===== src/rtl/aucohl_tmr_pwm_mc_if.sv =====
// aucohl_tmr_pwm_mc_if: control, compare and PWM signal bundle for the multi-channel PWM timer.
interface aucohl_tmr_pwm_mc_if #(
  parameter int W = 32, NCH = 4, PRW = 16, DTW = 8
);
  logic en, start, oneshot, fault, fault_clr;
  logic [1:0] mode;
  logic [PRW-1:0] prescaler;
  logic [W-1:0] reload, tmr;
  logic [NCH*W-1:0] cmp;
  logic [NCH-1:0] cmp_wr, pwm_en, pwm_pol, match, pwm_out, pwm_n;
  logic [DTW-1:0] dt;
  logic running, period_flag, fault_sts;
  modport master (
    output en, start, mode, oneshot, prescaler, reload, cmp, cmp_wr, pwm_en, pwm_pol, fault, fault_clr, dt,
    input tmr, running, period_flag, match, fault_sts, pwm_out, pwm_n
  );
  modport slave (
    input en, start, mode, oneshot, prescaler, reload, cmp, cmp_wr, pwm_en, pwm_pol, fault, fault_clr, dt,
    output tmr, running, period_flag, match, fault_sts, pwm_out, pwm_n
  );
endinterface


===== src/rtl/aucohl_tmr_pwm_mc.sv =====
// aucohl_tmr_pwm_mc: prescaled up/down/up-down timer driving NCH shadowed-compare PWM channels with fault latch.
// Define AUCOHL_TMR_PWM_DT_EN to compile in dead-time insertion on pwm_out/pwm_n rising edges.
module aucohl_tmr_pwm_mc #(
  parameter int W = 32, NCH = 4, PRW = 16, DTW = 8
) (
  input logic clk,
  input logic rst,
  aucohl_tmr_pwm_mc_if.slave bus
);
  typedef enum logic {IDLE, RUN} state_t;
  state_t state_q, state_d;
  logic [W-1:0] tmr_q, tmr_d, rld_q, rld_d;
  logic [PRW-1:0] presc_q, presc_d;
  logic [1:0] mode_q, mode_d;
  logic dir_q, dir_d, fsts_q, fsts_d;
  logic [NCH*W-1:0] shd_q, shd_d, cmpa_q, cmpa_d;
  logic [NCH-1:0] raw, match, act_q, act_d, actn_q, actn_d;
  logic run, tick, at_top, at_bot, bot_end, pend;
  assign run = state_q == RUN;
  assign tick = run & bus.en & ~bus.start & (presc_q == '0);
  assign at_top = tmr_q >= rld_q;
  assign at_bot = tmr_q == '0;
  // up-down with reload 0 never leaves the bottom, so every tick closes a period
  assign bot_end = dir_q ? rld_q == '0 : at_bot;
  assign pend = tick & (mode_q == 2'b10 ? at_top : mode_q == 2'b01 ? at_bot : (mode_q == 2'b11) & bot_end);
  assign fsts_d = bus.fault | (fsts_q & ~bus.fault_clr);
  always_comb begin
    for (int i = 0; i < NCH; i++) begin
      shd_d[i*W +: W] = bus.cmp_wr[i] ? bus.cmp[i*W +: W] : shd_q[i*W +: W];
      raw[i] = tmr_q < cmpa_q[i*W +: W];
      match[i] = tick & (tmr_q == cmpa_q[i*W +: W]);
    end
  end
  assign act_d = bus.pwm_en & raw & {NCH{run & ~fsts_d}};
  assign actn_d = bus.pwm_en & ~(raw & {NCH{run}}) & {NCH{~fsts_d}};
  always_comb begin
    state_d = state_q;
    tmr_d = tmr_q;
    rld_d = rld_q;
    presc_d = presc_q;
    mode_d = mode_q;
    dir_d = dir_q;
    cmpa_d = cmpa_q;
    if (!bus.en) state_d = IDLE;
    else if (bus.start) begin
      state_d = RUN;
      presc_d = '0;
      mode_d = bus.mode;
      dir_d = bus.mode != 2'b01;
      tmr_d = bus.mode == 2'b01 ? bus.reload : '0;
      rld_d = bus.reload;
      cmpa_d = shd_d;
    end else if (run) begin
      presc_d = presc_q == '0 ? bus.prescaler : presc_q - 1'b1;
      if (tick)
        case (mode_q)
          2'b10: tmr_d = at_top ? '0 : tmr_q + 1'b1;
          2'b01: tmr_d = at_bot ? bus.reload : tmr_q - 1'b1;
          2'b11: begin
            tmr_d = bot_end ? {{(W-1){1'b0}}, |bus.reload} : (dir_q & ~at_top) ? tmr_q + 1'b1 : tmr_q - 1'b1;
            dir_d = bot_end | (dir_q & ~at_top);
          end
          default: ;
        endcase
      if (pend) begin
        rld_d = bus.reload;
        cmpa_d = shd_d;
        if (bus.oneshot) begin
          state_d = IDLE;
          tmr_d = tmr_q;
        end
      end
    end
  end
  always_ff @(posedge clk or posedge rst)
    if (rst) begin
      state_q <= IDLE;
      tmr_q <= '0;
      rld_q <= '0;
      presc_q <= '0;
      mode_q <= '0;
      dir_q <= 1'b0;
      fsts_q <= 1'b0;
      shd_q <= '0;
      cmpa_q <= '0;
      act_q <= '0;
      actn_q <= '0;
    end else begin
      state_q <= state_d;
      tmr_q <= tmr_d;
      rld_q <= rld_d;
      presc_q <= presc_d;
      mode_q <= mode_d;
      dir_q <= dir_d;
      fsts_q <= fsts_d;
      shd_q <= shd_d;
      cmpa_q <= cmpa_d;
      act_q <= act_d;
      actn_q <= actn_d;
    end
  assign bus.tmr = tmr_q;
  assign bus.running = run;
  assign bus.period_flag = pend;
  assign bus.match = match;
  assign bus.fault_sts = fsts_q;
`ifdef AUCOHL_TMR_PWM_DT_EN
  for (genvar c = 0; c < NCH; c++) begin : g_dt
    logic [DTW-1:0] ca_q, cn_q;
    // counts consecutive active cycles, saturating at dt; output goes active once dt cycles have elapsed
    always_ff @(posedge clk or posedge rst)
      if (rst) begin
        ca_q <= '0;
        cn_q <= '0;
      end else begin
        ca_q <= act_q[c] ? ca_q + DTW'(ca_q < bus.dt) : '0;
        cn_q <= actn_q[c] ? cn_q + DTW'(cn_q < bus.dt) : '0;
      end
    assign bus.pwm_out[c] = (act_q[c] & (ca_q >= bus.dt)) ^ bus.pwm_pol[c];
    assign bus.pwm_n[c] = (actn_q[c] & (cn_q >= bus.dt)) ^ bus.pwm_pol[c];
  end
`else
  logic unused_dt;
  assign unused_dt = ^bus.dt;
  assign bus.pwm_out = act_q ^ bus.pwm_pol;
  assign bus.pwm_n = actn_q ^ bus.pwm_pol;
`endif
endmodule


===== src/flat_wrapper.sv =====
// flat-port wrapper written by rule: the top's interface ports become plain ports
module aucohl_tmr_pwm_mc_flat 
#(
  parameter int W = 32, NCH = 4, PRW = 16, DTW = 8
)
  (clk, rst, bus_en, bus_start, bus_mode, bus_oneshot, bus_prescaler, bus_reload, bus_cmp, bus_cmp_wr, bus_pwm_en, bus_pwm_pol, bus_fault, bus_fault_clr, bus_dt, bus_tmr, bus_running, bus_period_flag, bus_match, bus_fault_sts, bus_pwm_out, bus_pwm_n);
  aucohl_tmr_pwm_mc_if #(.W(W), .NCH(NCH), .PRW(PRW), .DTW(DTW)) bus_i ();
  input logic clk;
  input logic rst;
  input wire logic [$bits(bus_i.en)-1:0] bus_en;
  input wire logic [$bits(bus_i.start)-1:0] bus_start;
  input wire logic [$bits(bus_i.mode)-1:0] bus_mode;
  input wire logic [$bits(bus_i.oneshot)-1:0] bus_oneshot;
  input wire logic [$bits(bus_i.prescaler)-1:0] bus_prescaler;
  input wire logic [$bits(bus_i.reload)-1:0] bus_reload;
  input wire logic [$bits(bus_i.cmp)-1:0] bus_cmp;
  input wire logic [$bits(bus_i.cmp_wr)-1:0] bus_cmp_wr;
  input wire logic [$bits(bus_i.pwm_en)-1:0] bus_pwm_en;
  input wire logic [$bits(bus_i.pwm_pol)-1:0] bus_pwm_pol;
  input wire logic [$bits(bus_i.fault)-1:0] bus_fault;
  input wire logic [$bits(bus_i.fault_clr)-1:0] bus_fault_clr;
  input wire logic [$bits(bus_i.dt)-1:0] bus_dt;
  output wire logic [$bits(bus_i.tmr)-1:0] bus_tmr;
  output wire logic [$bits(bus_i.running)-1:0] bus_running;
  output wire logic [$bits(bus_i.period_flag)-1:0] bus_period_flag;
  output wire logic [$bits(bus_i.match)-1:0] bus_match;
  output wire logic [$bits(bus_i.fault_sts)-1:0] bus_fault_sts;
  output wire logic [$bits(bus_i.pwm_out)-1:0] bus_pwm_out;
  output wire logic [$bits(bus_i.pwm_n)-1:0] bus_pwm_n;
  assign bus_i.en = bus_en;
  assign bus_i.start = bus_start;
  assign bus_i.mode = bus_mode;
  assign bus_i.oneshot = bus_oneshot;
  assign bus_i.prescaler = bus_prescaler;
  assign bus_i.reload = bus_reload;
  assign bus_i.cmp = bus_cmp;
  assign bus_i.cmp_wr = bus_cmp_wr;
  assign bus_i.pwm_en = bus_pwm_en;
  assign bus_i.pwm_pol = bus_pwm_pol;
  assign bus_i.fault = bus_fault;
  assign bus_i.fault_clr = bus_fault_clr;
  assign bus_i.dt = bus_dt;
  assign bus_tmr = bus_i.tmr;
  assign bus_running = bus_i.running;
  assign bus_period_flag = bus_i.period_flag;
  assign bus_match = bus_i.match;
  assign bus_fault_sts = bus_i.fault_sts;
  assign bus_pwm_out = bus_i.pwm_out;
  assign bus_pwm_n = bus_i.pwm_n;
  aucohl_tmr_pwm_mc #(.W(W), .NCH(NCH), .PRW(PRW), .DTW(DTW)) u_core (.clk(clk), .rst(rst), .bus(bus_i));
endmodule

===== config.mk =====
export PLATFORM = sky130hd
export DESIGN_NAME = aucohl_tmr_pwm_mc_flat
export DESIGN_NICKNAME = d
export VERILOG_FILES = /design/src/rtl/aucohl_tmr_pwm_mc_if.sv /design/src/rtl/aucohl_tmr_pwm_mc.sv /design/src/flat_wrapper.sv
export SDC_FILE = /design/constraint.sdc
export NUM_CORES = 1
export LEC_CHECK = 0
export ABC_AREA = 1
export CORE_MARGIN = 5
export CORE_UTILIZATION = 30
export DETAILED_ROUTE_END_ITERATION = 12
export PLACE_DENSITY = 0.6
export SYNTH_ARGS = -nofsm -noshare
export SYNTH_HDL_FRONTEND = slang
export SYNTH_SLANG_ARGS = --single-unit

===== constraint.sdc =====
create_clock -name clk -period 14.5 [get_ports clk]
set_input_delay 2.9 -clock clk [delete_from_list [all_inputs] [get_ports clk]]
set_output_delay 2.9 -clock clk [all_outputs]
set_load 0.005 [all_outputs]

==> results of run 1 <==
[cells in the final DEF (no fill, tap or decap), drive strengths merged, types with 2 or more instances in the layout]
cell / n
xnor2: 9
nand4: 77
o22ai: 4
dfrtp: 349
o21ai: 224
o221ai: 4
buf: 48
clkinvlp: 2
a31oi: 2
nand3: 85
and2: 5
a211oi: 2
o211ai: 24
o31ai: 4
a21oi: 123
nor2: 284
or4: 2
a21o: 3
clkinv: 12
nand3b: 2
mux2: 128
clkbuf: 58
nor4: 11
ha: 168
o2111ai: 5
clkdlybuf4s50: 242
xor2: 48
bufinv: 3
nand2: 620
nor3: 13
o21a: 4
inv: 345
[metal layers]
| layer | part of all wire | routed length, µm |
|---|---|---|
| met5 | 0.00045 | 34 |
| met4 | 0.023 | 1720 |
| met3 | 0.065 | 4890 |
| met2 | 0.47 | 35100 |
| met1 | 0.44 | 33200 |
[area by class of cell]
cell class,instances,area share
Sequential cell,349,0.325
Tap cell,969,0.0451
Inverter,346,0.0486
Clock buffer,58,0.0439
Antenna cell,1,0.0000930
Timing Repair Buffer,290,0.104
Clock inverter,16,0.00637
Multi-Input combinational cell,1858,0.428
[worst max-delay path: stages]
cell and delay [ns]:
clkdlybuf4s50_1 0.54, nor3_2 0.34, inv_1 0.28, nor2_1 0.27
clkdlybuf4s50_1 0.55
[final timing paths]
kind / start / slack (ns) / cells past startpoint / end
max: bus_start / 6.71 / 5 / bus_match[0]
min: u_core.shd_q[76]$_DFF_PP0_ / 0.49 / 1 / u_core.shd_q[76]$_DFF_PP0_
max reg2reg: u_core.bus.tmr[0]$_DFFE_PP0P_ / 9.63 / 17 / u_core.cmpa_q[38]$_DFFE_PP0P_
min reg2reg: u_core.shd_q[76]$_DFF_PP0_ / 0.49 / 1 / u_core.shd_q[76]$_DFF_PP0_
max in group asynchronous: rst / 10.13 / 3 / u_core.rld_q[27]$_DFFE_PP0P_
min in group asynchronous: rst / 2.85 / 2 / u_core.shd_q[84]$_DFF_PP0_
[kinds of logic after synthesis]
group           Yosys count
xor+xnor                 57
compound gates          403
flops                   349
fa+ha+maj               168
simple gates           1102
buf+inv                 463
mux                     128
[sequential cells by signal, summed over array words and instances (netlist names)]
name / count
u_core.cmpa_q: 128
u_core.shd_q: 128
u_core.bus.tmr: 32
u_core.rld_q: 32
u_core.presc_q: 16
u_core.act_q: 4
u_core.actn_q: 4
u_core.mode_q: 2
u_core.bus.fault_sts: 1
u_core.bus.running: 1
u_core.dir_q: 1
[power by group through the flow]
stage                     combinational, mW  clock (mW)  sequential, mW
final                                  2.43        1.05            1.29
after global routing                   2.74        1.12            1.31
after CTS                              2.45        1.09            1.29
after detailed placement               2.43           0            1.30
after global placement                 2.40           0            1.30
after floorplan                        1.54           0            1.32
==> flow_summary_export.csv, run 1 <==
group,metric,value,unit
outcome,status,"complete, no violations",
synthesis,synth_top_area_frac,0.391,
global_routing,gr-usage-met1,0.245,
clock_tree,cts_root_buf,"clkbuf_16",
synthesis,yosysMostFrequentCell,"nand2_1",
clock_tree,cts.path.max_buffers,3,
floorplanning,die-area,80100,µm²
route,drc,0,
power_and_ir_drop,p_sw_frac,0.443,
route,vias_per_cell,4.83,
synthesis,avgSynthCellArea,8.37,µm²
place,postPlaceCellArea,25500,µm²
final_layout,seqCellArea,8730,µm²
global_routing,grtUsageMet3,0.0385,
synthesis,synthXorXnorAreaFrac,0.0223,
route,dr.pass1.iters,6,
clock_tree,cts_resized,0,
synthesis,synth_cell_types,51,
synthesis,synthMuxAreaShare,0.0645,
power_and_ir_drop,power.switching,2.11,mW
sta,period_share,0.537,
worst_setup_path,start_kind,"input port",
global_routing,grtUsageMet2,0.303,
global_routing,grt_start_max_net_pins,173,
synthesis,yosys.area_share.adder,0.0940,
sta,final_hold_viol_count,0,
global_routing,antenna_found_initial,6,
synthesis,synth_top_family_by_area,"simple AND/OR/NAND/NOR gates",
sta,tightest_slew,1.30,ns
global_routing,busiest_layer,"met2",
sta,hold-worst-slack,0.494,ns
synthesis,synth-simple-area-share,0.220,
sta,relSlewSlack,0.133,
power_and_ir_drop,power_leakage,12.4,nW
global_routing,grt_pass1_vias,18300,
clock_tree,path_clk_slew,0.05,ns
sta,min_period,7.79,ns
power_and_ir_drop,p_seq_frac,0.270,
power_and_ir_drop,pwr-share-clk,0.220,
synthesis,ys_warn_count,0,
route,post_drt_wl_per_cell,19.3,µm
global_routing,grtUsageTotal,0.182,
route,drtIter0Drc,1400,
route,vias,18800,
clock_tree,postCtsSetupBuffers,0,
synthesis,ys_ff_latch,349,
synthesis,yosys-top-cells-count,"511 x nand2_1, 349 x dfrtp_1, 341 x inv_1",
final_layout,fin_area,26900,µm²
power_and_ir_drop,p_int,2.66,mW
sta,fin_ws,6.71,ns
synthesis,synth_area,22400,µm²
sta,fmax,128,MHz
floorplanning,fp-row-count,100,
worst_setup_path,cp-end-kind,"output port",
clock_tree,cts_hold_buffers,0,
floorplanning,ios,252,
synthesis,synth_nets,3043,
hold_path,hold_path_class,"reg -> reg",
final_layout,nFillCells,7631,
synthesis,ys_seq_area_frac,0.391,
clock_tree,cts_sinks,349,
place,post-place-ws,6.62,ns
route,postRouteAntennaNets,0,
place,dp.cells,3812,
final_layout,fin_nets,3259,
sta,setup_viol,0,
floorplanning,die_w,283,µm
synthesis,synth_top_flop_cell,"dfrtp_1",
place,portBuffers,243,
global_routing,grt_pass1_wl,114,mm
worst_setup_path,critPathKind,"in -> out",
floorplanning,core_area,74200,µm²
global_routing,grt_overflow_total,0,
synthesis,yosys.area.top_type,"dfrtp_1",
sta,slew_viol_final,0,
sta,fin_skew,0.00906,ns
worst_setup_path,crit_required,11.60,ns
worst_setup_path,cp_max_fo,6,
clock_tree,insertion_delay,0.55,ns
final_layout,drive_gt1_frac,0.165,
synthesis,synth_compound_area_frac,0.114,
floorplanning,start_util,0.301,
synthesis,netlist_top_cells_area,"dfrtp_1 39%, ha_1 9.4%, nand2_1 8.6%, mux2_2 6.4%, inv_1 5.7%",
power_and_ir_drop,p_total,4.77,mW
sta,rsz0062_at_grt,"false",
place,place_congestion,0.905,
sta,setup_tns,0,ns
power_and_ir_drop,peakVddDrop,76.6,µV
synthesis,synth_edf_count,0,
power_and_ir_drop,comb_power_share,0.510,
synthesis,async_flop_share,1.00,
clock_tree,cts_buffers,41,
clock_tree,ctsHtreeMaxLevel,2,
floorplanning,die_h,283,µm
worst_setup_path,critPathArrivalTime,4.89,ns
run,maxCapViolCount,0,
final_layout,area_growth,20.3,%
final_layout,multiInputGateArea,11500,µm²
power_and_ir_drop,power_density,177,nW/µm²
synthesis,synth_cells,2670,
route,wl,75.0,mm
final_layout,final_cells,3887,
place,hpwl,52.8,mm
clock_tree,cts_tree,"yes",
final_layout,final_util,0.363,
(Power assumes the default switching activity.)
==> run 2: changes to the inputs <==
Settings changed: PLACE_DENSITY 0.6 to 0.62.
Clock period 14.5 ns to 7 ns, I/O delays scaled along.
==> run 2 against run 1 <==
Net effect: critical path depth is 8 higher; final cell count hardly changed; largest power group unchanged; critical path type is now reg -> out; wire length is 0.56% higher; clock power is 110% higher; flip-flop and latch count stayed put.
==> flow_summary_export.csv, run 2 (synthesis results as in run 1) <==
group,metric,value,unit
run,maxCapViolCount,0,
worst_setup_path,critPathArrivalTime,3.74,ns
power_and_ir_drop,comb_power_share,0.492,
clock_tree,cts.path.max_buffers,3,
global_routing,busiest_layer,"met2",
route,post_drt_wl_per_cell,19.4,µm
power_and_ir_drop,pwr-share-clk,0.225,
final_layout,layout_common_cells,"511 x nand2_1, 349 x dfrtp_1, 340 x inv_1",
final_layout,area_growth,20.8,%
sta,rsz0062_at_grt,"false",
power_and_ir_drop,power_leakage,12.4,nW
power_and_ir_drop,peakVddDrop,163,µV
sta,setup_viol,0,
route,postRouteAntennaNets,0,
route,vias,18900,
power_and_ir_drop,power_density,369,nW/µm²
sta,setup_tns,0,ns
clock_tree,cts_root_buf,"clkbuf_16",
clock_tree,cts_sinks,349,
worst_setup_path,cp-end-kind,"output port",
place,place_congestion,0.956,
clock_tree,cts_resized,0,
route,drc,0,
global_routing,grt_pass1_wl,114,mm
hold_path,hold_path_class,"reg -> reg",
sta,fin_skew,0.0146,ns
floorplanning,die-area,80100,µm²
floorplanning,die_h,283,µm
final_layout,final_util,0.364,
power_and_ir_drop,p_int,5.55,mW
final_layout,fin_nets,3263,
route,drtIter0Drc,1524,
global_routing,grt_pass1_vias,18600,
power_and_ir_drop,p_seq_frac,0.283,
worst_setup_path,cp_max_fo,14,
floorplanning,fp-row-count,100,
clock_tree,cts_tree,"yes",
power_and_ir_drop,power.switching,4.42,mW
floorplanning,start_util,0.301,
global_routing,grt_overflow_total,0,
global_routing,grtUsageMet2,0.298,
sta,tightest_slew,1.22,ns
floorplanning,ios,252,
floorplanning,die_w,283,µm
place,portBuffers,243,
worst_setup_path,crit_required,5.60,ns
clock_tree,ctsHtreeMaxLevel,2,
sta,slew_viol_final,0,
final_layout,drive_gt1_frac,0.165,
final_layout,largestRegisters,"u_core.cmpa_q (128), u_core.shd_q (128)",
global_routing,grtUsageTotal,0.183,
sta,min_period,5.14,ns
outcome,status,"complete, no violations",
global_routing,antenna_found_initial,3,
sta,fmax,195,MHz
clock_tree,insertion_delay,0.55,ns
clock_tree,cts_hold_buffers,0,
global_routing,grtUsageMet3,0.0392,
final_layout,diodes,0,
worst_setup_path,start_kind,"register",
route,wl,75.4,mm
floorplanning,core_area,74200,µm²
power_and_ir_drop,p_sw_frac,0.443,
global_routing,grt_start_max_net_pins,145,
clock_tree,cts_buffers,42,
clock_tree,postCtsSetupBuffers,0,
clock_tree,path_clk_slew,0.06,ns
global_routing,gr-usage-met1,0.243,
place,hpwl,54.1,mm
final_layout,final_common_cell,"nand2_1",
route,vias_per_cell,4.86,
worst_setup_path,critPathKind,"reg -> out",
sta,relSlewSlack,0.186,
sta,period_share,0.734,
route,dr.pass1.iters,5,
sta,final_hold_viol_count,0,
## run 2: cell count changes in the layout (fill, tap and decap cells not counted), moves of 2 or more
cell,change
buf_12,+3
clkinvlp_4,+4
clkinv_4,+2
clkinv_2,-4
clkbuf_1,-2
## run 2: power by group through the flow
| stage | logic, mW | clock network (mW) | registers [mW] |
|---|---|---|---|
| after floorplan | 3.18 | 0 | 2.74 |
| after global placement | 4.78 | 0 | 2.84 |
| after detailed placement | 4.87 | 0 | 2.85 |
| after CTS | 4.90 | 2.31 | 2.82 |
| after global routing | 5.52 | 2.39 | 2.86 |
| final | 4.91 | 2.24 | 2.82 |
## run 2: critical path: stages (launching register included)
cell	delay (ns)
dfrtp_1	0.79
inv_1	0.23
ha_1	0.20
nand2_1	0.06
nor2_1	0.10
nand3_1	0.12
nor2_4	0.42
nand2_2	0.14
nand3_1	0.10
nand2_1	0.09
nand2_2	0.10
nand3_4	0.15
inv_1	0.09
clkdlybuf4s50_1	0.58
## run 2: worst paths after layout
path | from | endpoint | slack (ns) | depth (start not counted)
setup / recovery | u_core.bus.tmr[1]$_DFFE_PP0P_ | bus_period_flag | 1.86 | 13
hold / removal | u_core.shd_q[113]$_DFF_PP0_ | u_core.shd_q[113]$_DFF_PP0_ | 0.49 | 1
setup reg to reg | u_core.bus.tmr[1]$_DFFE_PP0P_ | u_core.bus.tmr[12]$_DFFE_PP0P_ | 2.69 | 17
hold reg to reg | u_core.shd_q[113]$_DFF_PP0_ | u_core.shd_q[113]$_DFF_PP0_ | 0.49 | 1
max in group asynchronous | rst | u_core.bus.tmr[6]$_DFFE_PP0P_ | 4.34 | 3
min in group asynchronous | rst | u_core.shd_q[84]$_DFF_PP0_ | 1.35 | 2
## run 2: area by class of cell
class / instances / area [µm²]
clock buffers: 57 / 1190
well taps: 969 / 1210
inverters: 346 / 1300
multi-input cells: 1858 / 11500
flip-flops and latches: 349 / 8730
clock inverters: 18 / 221
fillers: 7566 / 47200
repair buffers: 293 / 2860
## run 2: per-layer routing
layer,share of wire,vias up
li1,-,9161
met1,0.44,8949
met2,0.46,634
met3,0.071,162
met4,0.036,4
met5,0.00028,-
## run 2: metrics by stage
stage / total power, mW / setup slack (ns) / hold slack (ns) / cells / cell area [µm²]
global placement: 7.62 / 2.12 / 0.481 / 3815 / 25600
detailed placement: 7.72 / 2.10 / 0.486 / 3815 / 25600
floorplan: 5.92 / 0.928 / 0.472 / 2670 / 22400
global route: 10.8 / 1.66 / 0.509 / 3890 / 27000
CTS: 10.0 / 1.84 / 0.500 / 3890 / 27000
finish: 9.96 / 1.86 / 0.495 / 3890 / 27000
==> run 3: changes to the inputs <==
Settings changed: PLACE_DENSITY 0.62 to 0.6.
Clock period 7 ns to 5.3 ns, I/O delays scaled along.
==> run 3 against run 2 <==
Net effect: global-route usage increased by 0.23 points; die area unchanged; clock skew increased by 0.0064 ns; utilization increased by 0.14 points; wire length up 1.0%; hold slack improved by 0.00067 ns; sequential share of layout area fell by 0.13 points; critical path depth down 6; critical path type unchanged.
==> flow_summary_export.csv, run 3 (synthesis results as in run 1) <==
group,metric,value,unit
floorplanning,start_util,0.301,
floorplanning,core_area,74200,µm²
global_routing,grt_overflow_total,0,
route,post_drt_wl_per_cell,19.5,µm
final_layout,area_growth,21.3,%
clock_tree,cts_buffers,41,
clock_tree,insertion_delay,0.57,ns
clock_tree,cts_hold_buffers,0,
clock_tree,cts_resized,0,
global_routing,grt_start_max_net_pins,115,
outcome,status,"complete, no violations",
final_layout,seqCellArea,8730,µm²
global_routing,antenna_found_initial,5,
clock_tree,cts_tree,"yes",
sta,final_hold_viol_count,0,
place,postPlaceCellArea,25700,µm²
final_layout,drive_gt1_frac,0.169,
sta,tightest_slew,1.03,ns
clock_tree,ctsHtreeMaxLevel,2,
worst_setup_path,crit_family,"simple AND/OR/NAND/NOR gates",
sta,setup_tns,0,ns
hold_path,hold_path_class,"reg -> reg",
route,dr.pass1.iters,6,
worst_setup_path,cp-end-kind,"output port",
place,post-place-ws,1.09,ns
global_routing,grt_pass1_wl,115,mm
worst_setup_path,critPathArrivalTime,3.56,ns
place,hpwl,55.5,mm
route,wl,76.1,mm
final_layout,final_cells,3901,
sta,slew_viol_final,0,
final_layout,largestRegisters,"u_core.cmpa_q (128), u_core.shd_q (128)",
final_layout,final_util,0.365,
worst_setup_path,crit_required,4.24,ns
power_and_ir_drop,power_density,486,nW/µm²
sta,setup_viol,0,
clock_tree,cts.path.max_buffers,3,
sta,rsz0062_at_grt,"false",
sta,fmax,216,MHz
floorplanning,fp-row-count,100,
route,vias_per_cell,4.84,
worst_setup_path,path_cells,"ha_1, nand2_1, or4_1, nor4_1, nand4_1, nor2_1, clkdlybuf4s50_1",
clock_tree,postCtsSetupBuffers,0,
floorplanning,die-area,80100,µm²
global_routing,grtUsageTotal,0.185,
floorplanning,die_w,283,µm
sta,fin_skew,0.0210,ns
route,postRouteAntennaNets,0,
run,maxCapViolCount,0,
place,portBuffers,243,
worst_setup_path,start_kind,"register",
final_layout,nFillCells,7634,
worst_setup_path,crit_buf_inv,1,
sta,fin_ws,0.678,ns
place,place_congestion,0.949,
place,dp.cells,3823,
route,drc,0,
worst_setup_path,crit_slowest_cell,"clkdlybuf4s50_1",
clock_tree,cts_root_buf,"clkbuf_16",
worst_setup_path,cp_slowest_stage_delay,0.61,ns
power_and_ir_drop,power_leakage,12.5,nW
final_layout,final_common_cell,"nand2_1",
route,vias,18900,
power_and_ir_drop,peakVddDrop,213,µV
global_routing,grt_pass1_vias,18500,
worst_setup_path,critPathKind,"reg -> out",
final_layout,layout_common_cells,"511 x nand2_1, 349 x dfrtp_1, 340 x inv_1",
clock_tree,cts_sinks,349,
final_layout,multiInputGateArea,11500,µm²
worst_setup_path,cp_max_fo,5,
sta,period_share,0.872,
power_and_ir_drop,p_total,13.2,mW
route,drtIter0Drc,1391,
sta,min_period,4.62,ns
sta,hold-worst-slack,0.495,ns
final_layout,fin_area,27100,µm²
floorplanning,ios,252,
floorplanning,die_h,283,µm
sta,relSlewSlack,0.311,
final_layout,fin_nets,3270,
clock_tree,path_clk_slew,0.06,ns
-- run 3: routing by layer --
layer  vias to the layer above  part of all wire  GRT usage
met4                         4             0.033     0.0555
met5                         -           0.00035          0
met2                       663              0.45      0.300
li1                       9182                 -          -
met3                       152             0.073     0.0449
met1                      8887              0.44      0.246
-- run 3: final timing paths --
check	from	to	slack, ns	cells after the start
setup / recovery	u_core.bus.tmr[31]$_DFFE_PP0P_	bus_match[1]	0.68	7
hold / removal	u_core.shd_q[97]$_DFF_PP0_	u_core.shd_q[97]$_DFF_PP0_	0.50	1
setup reg to reg	u_core.bus.tmr[19]$_DFFE_PP0P_	u_core.bus.tmr[25]$_DFFE_PP0P_	1.62	12
hold reg to reg	u_core.shd_q[97]$_DFF_PP0_	u_core.shd_q[97]$_DFF_PP0_	0.50	1
max in group asynchronous	rst	u_core.bus.tmr[22]$_DFFE_PP0P_	3.24	3
min in group asynchronous	rst	u_core.shd_q[83]$_DFF_PP0_	0.97	2
-- run 3: report_power, final --
group	switching (mW)	total (mW)	internal [mW]
Combinational	4.01	6.38	2.38
Sequential	0.662	3.85	3.19
Clock	1.20	2.95	1.75
-- run 3: final cells by class --
cell class	instances	share of cell area
diodes	4	0.000369
clock buffers	56	0.0444
clock inverters	18	0.00771
inverters	346	0.0480
multi-input cells	1858	0.424
flip-flops and latches	349	0.322
well taps	969	0.0447
repair buffers	301	0.109
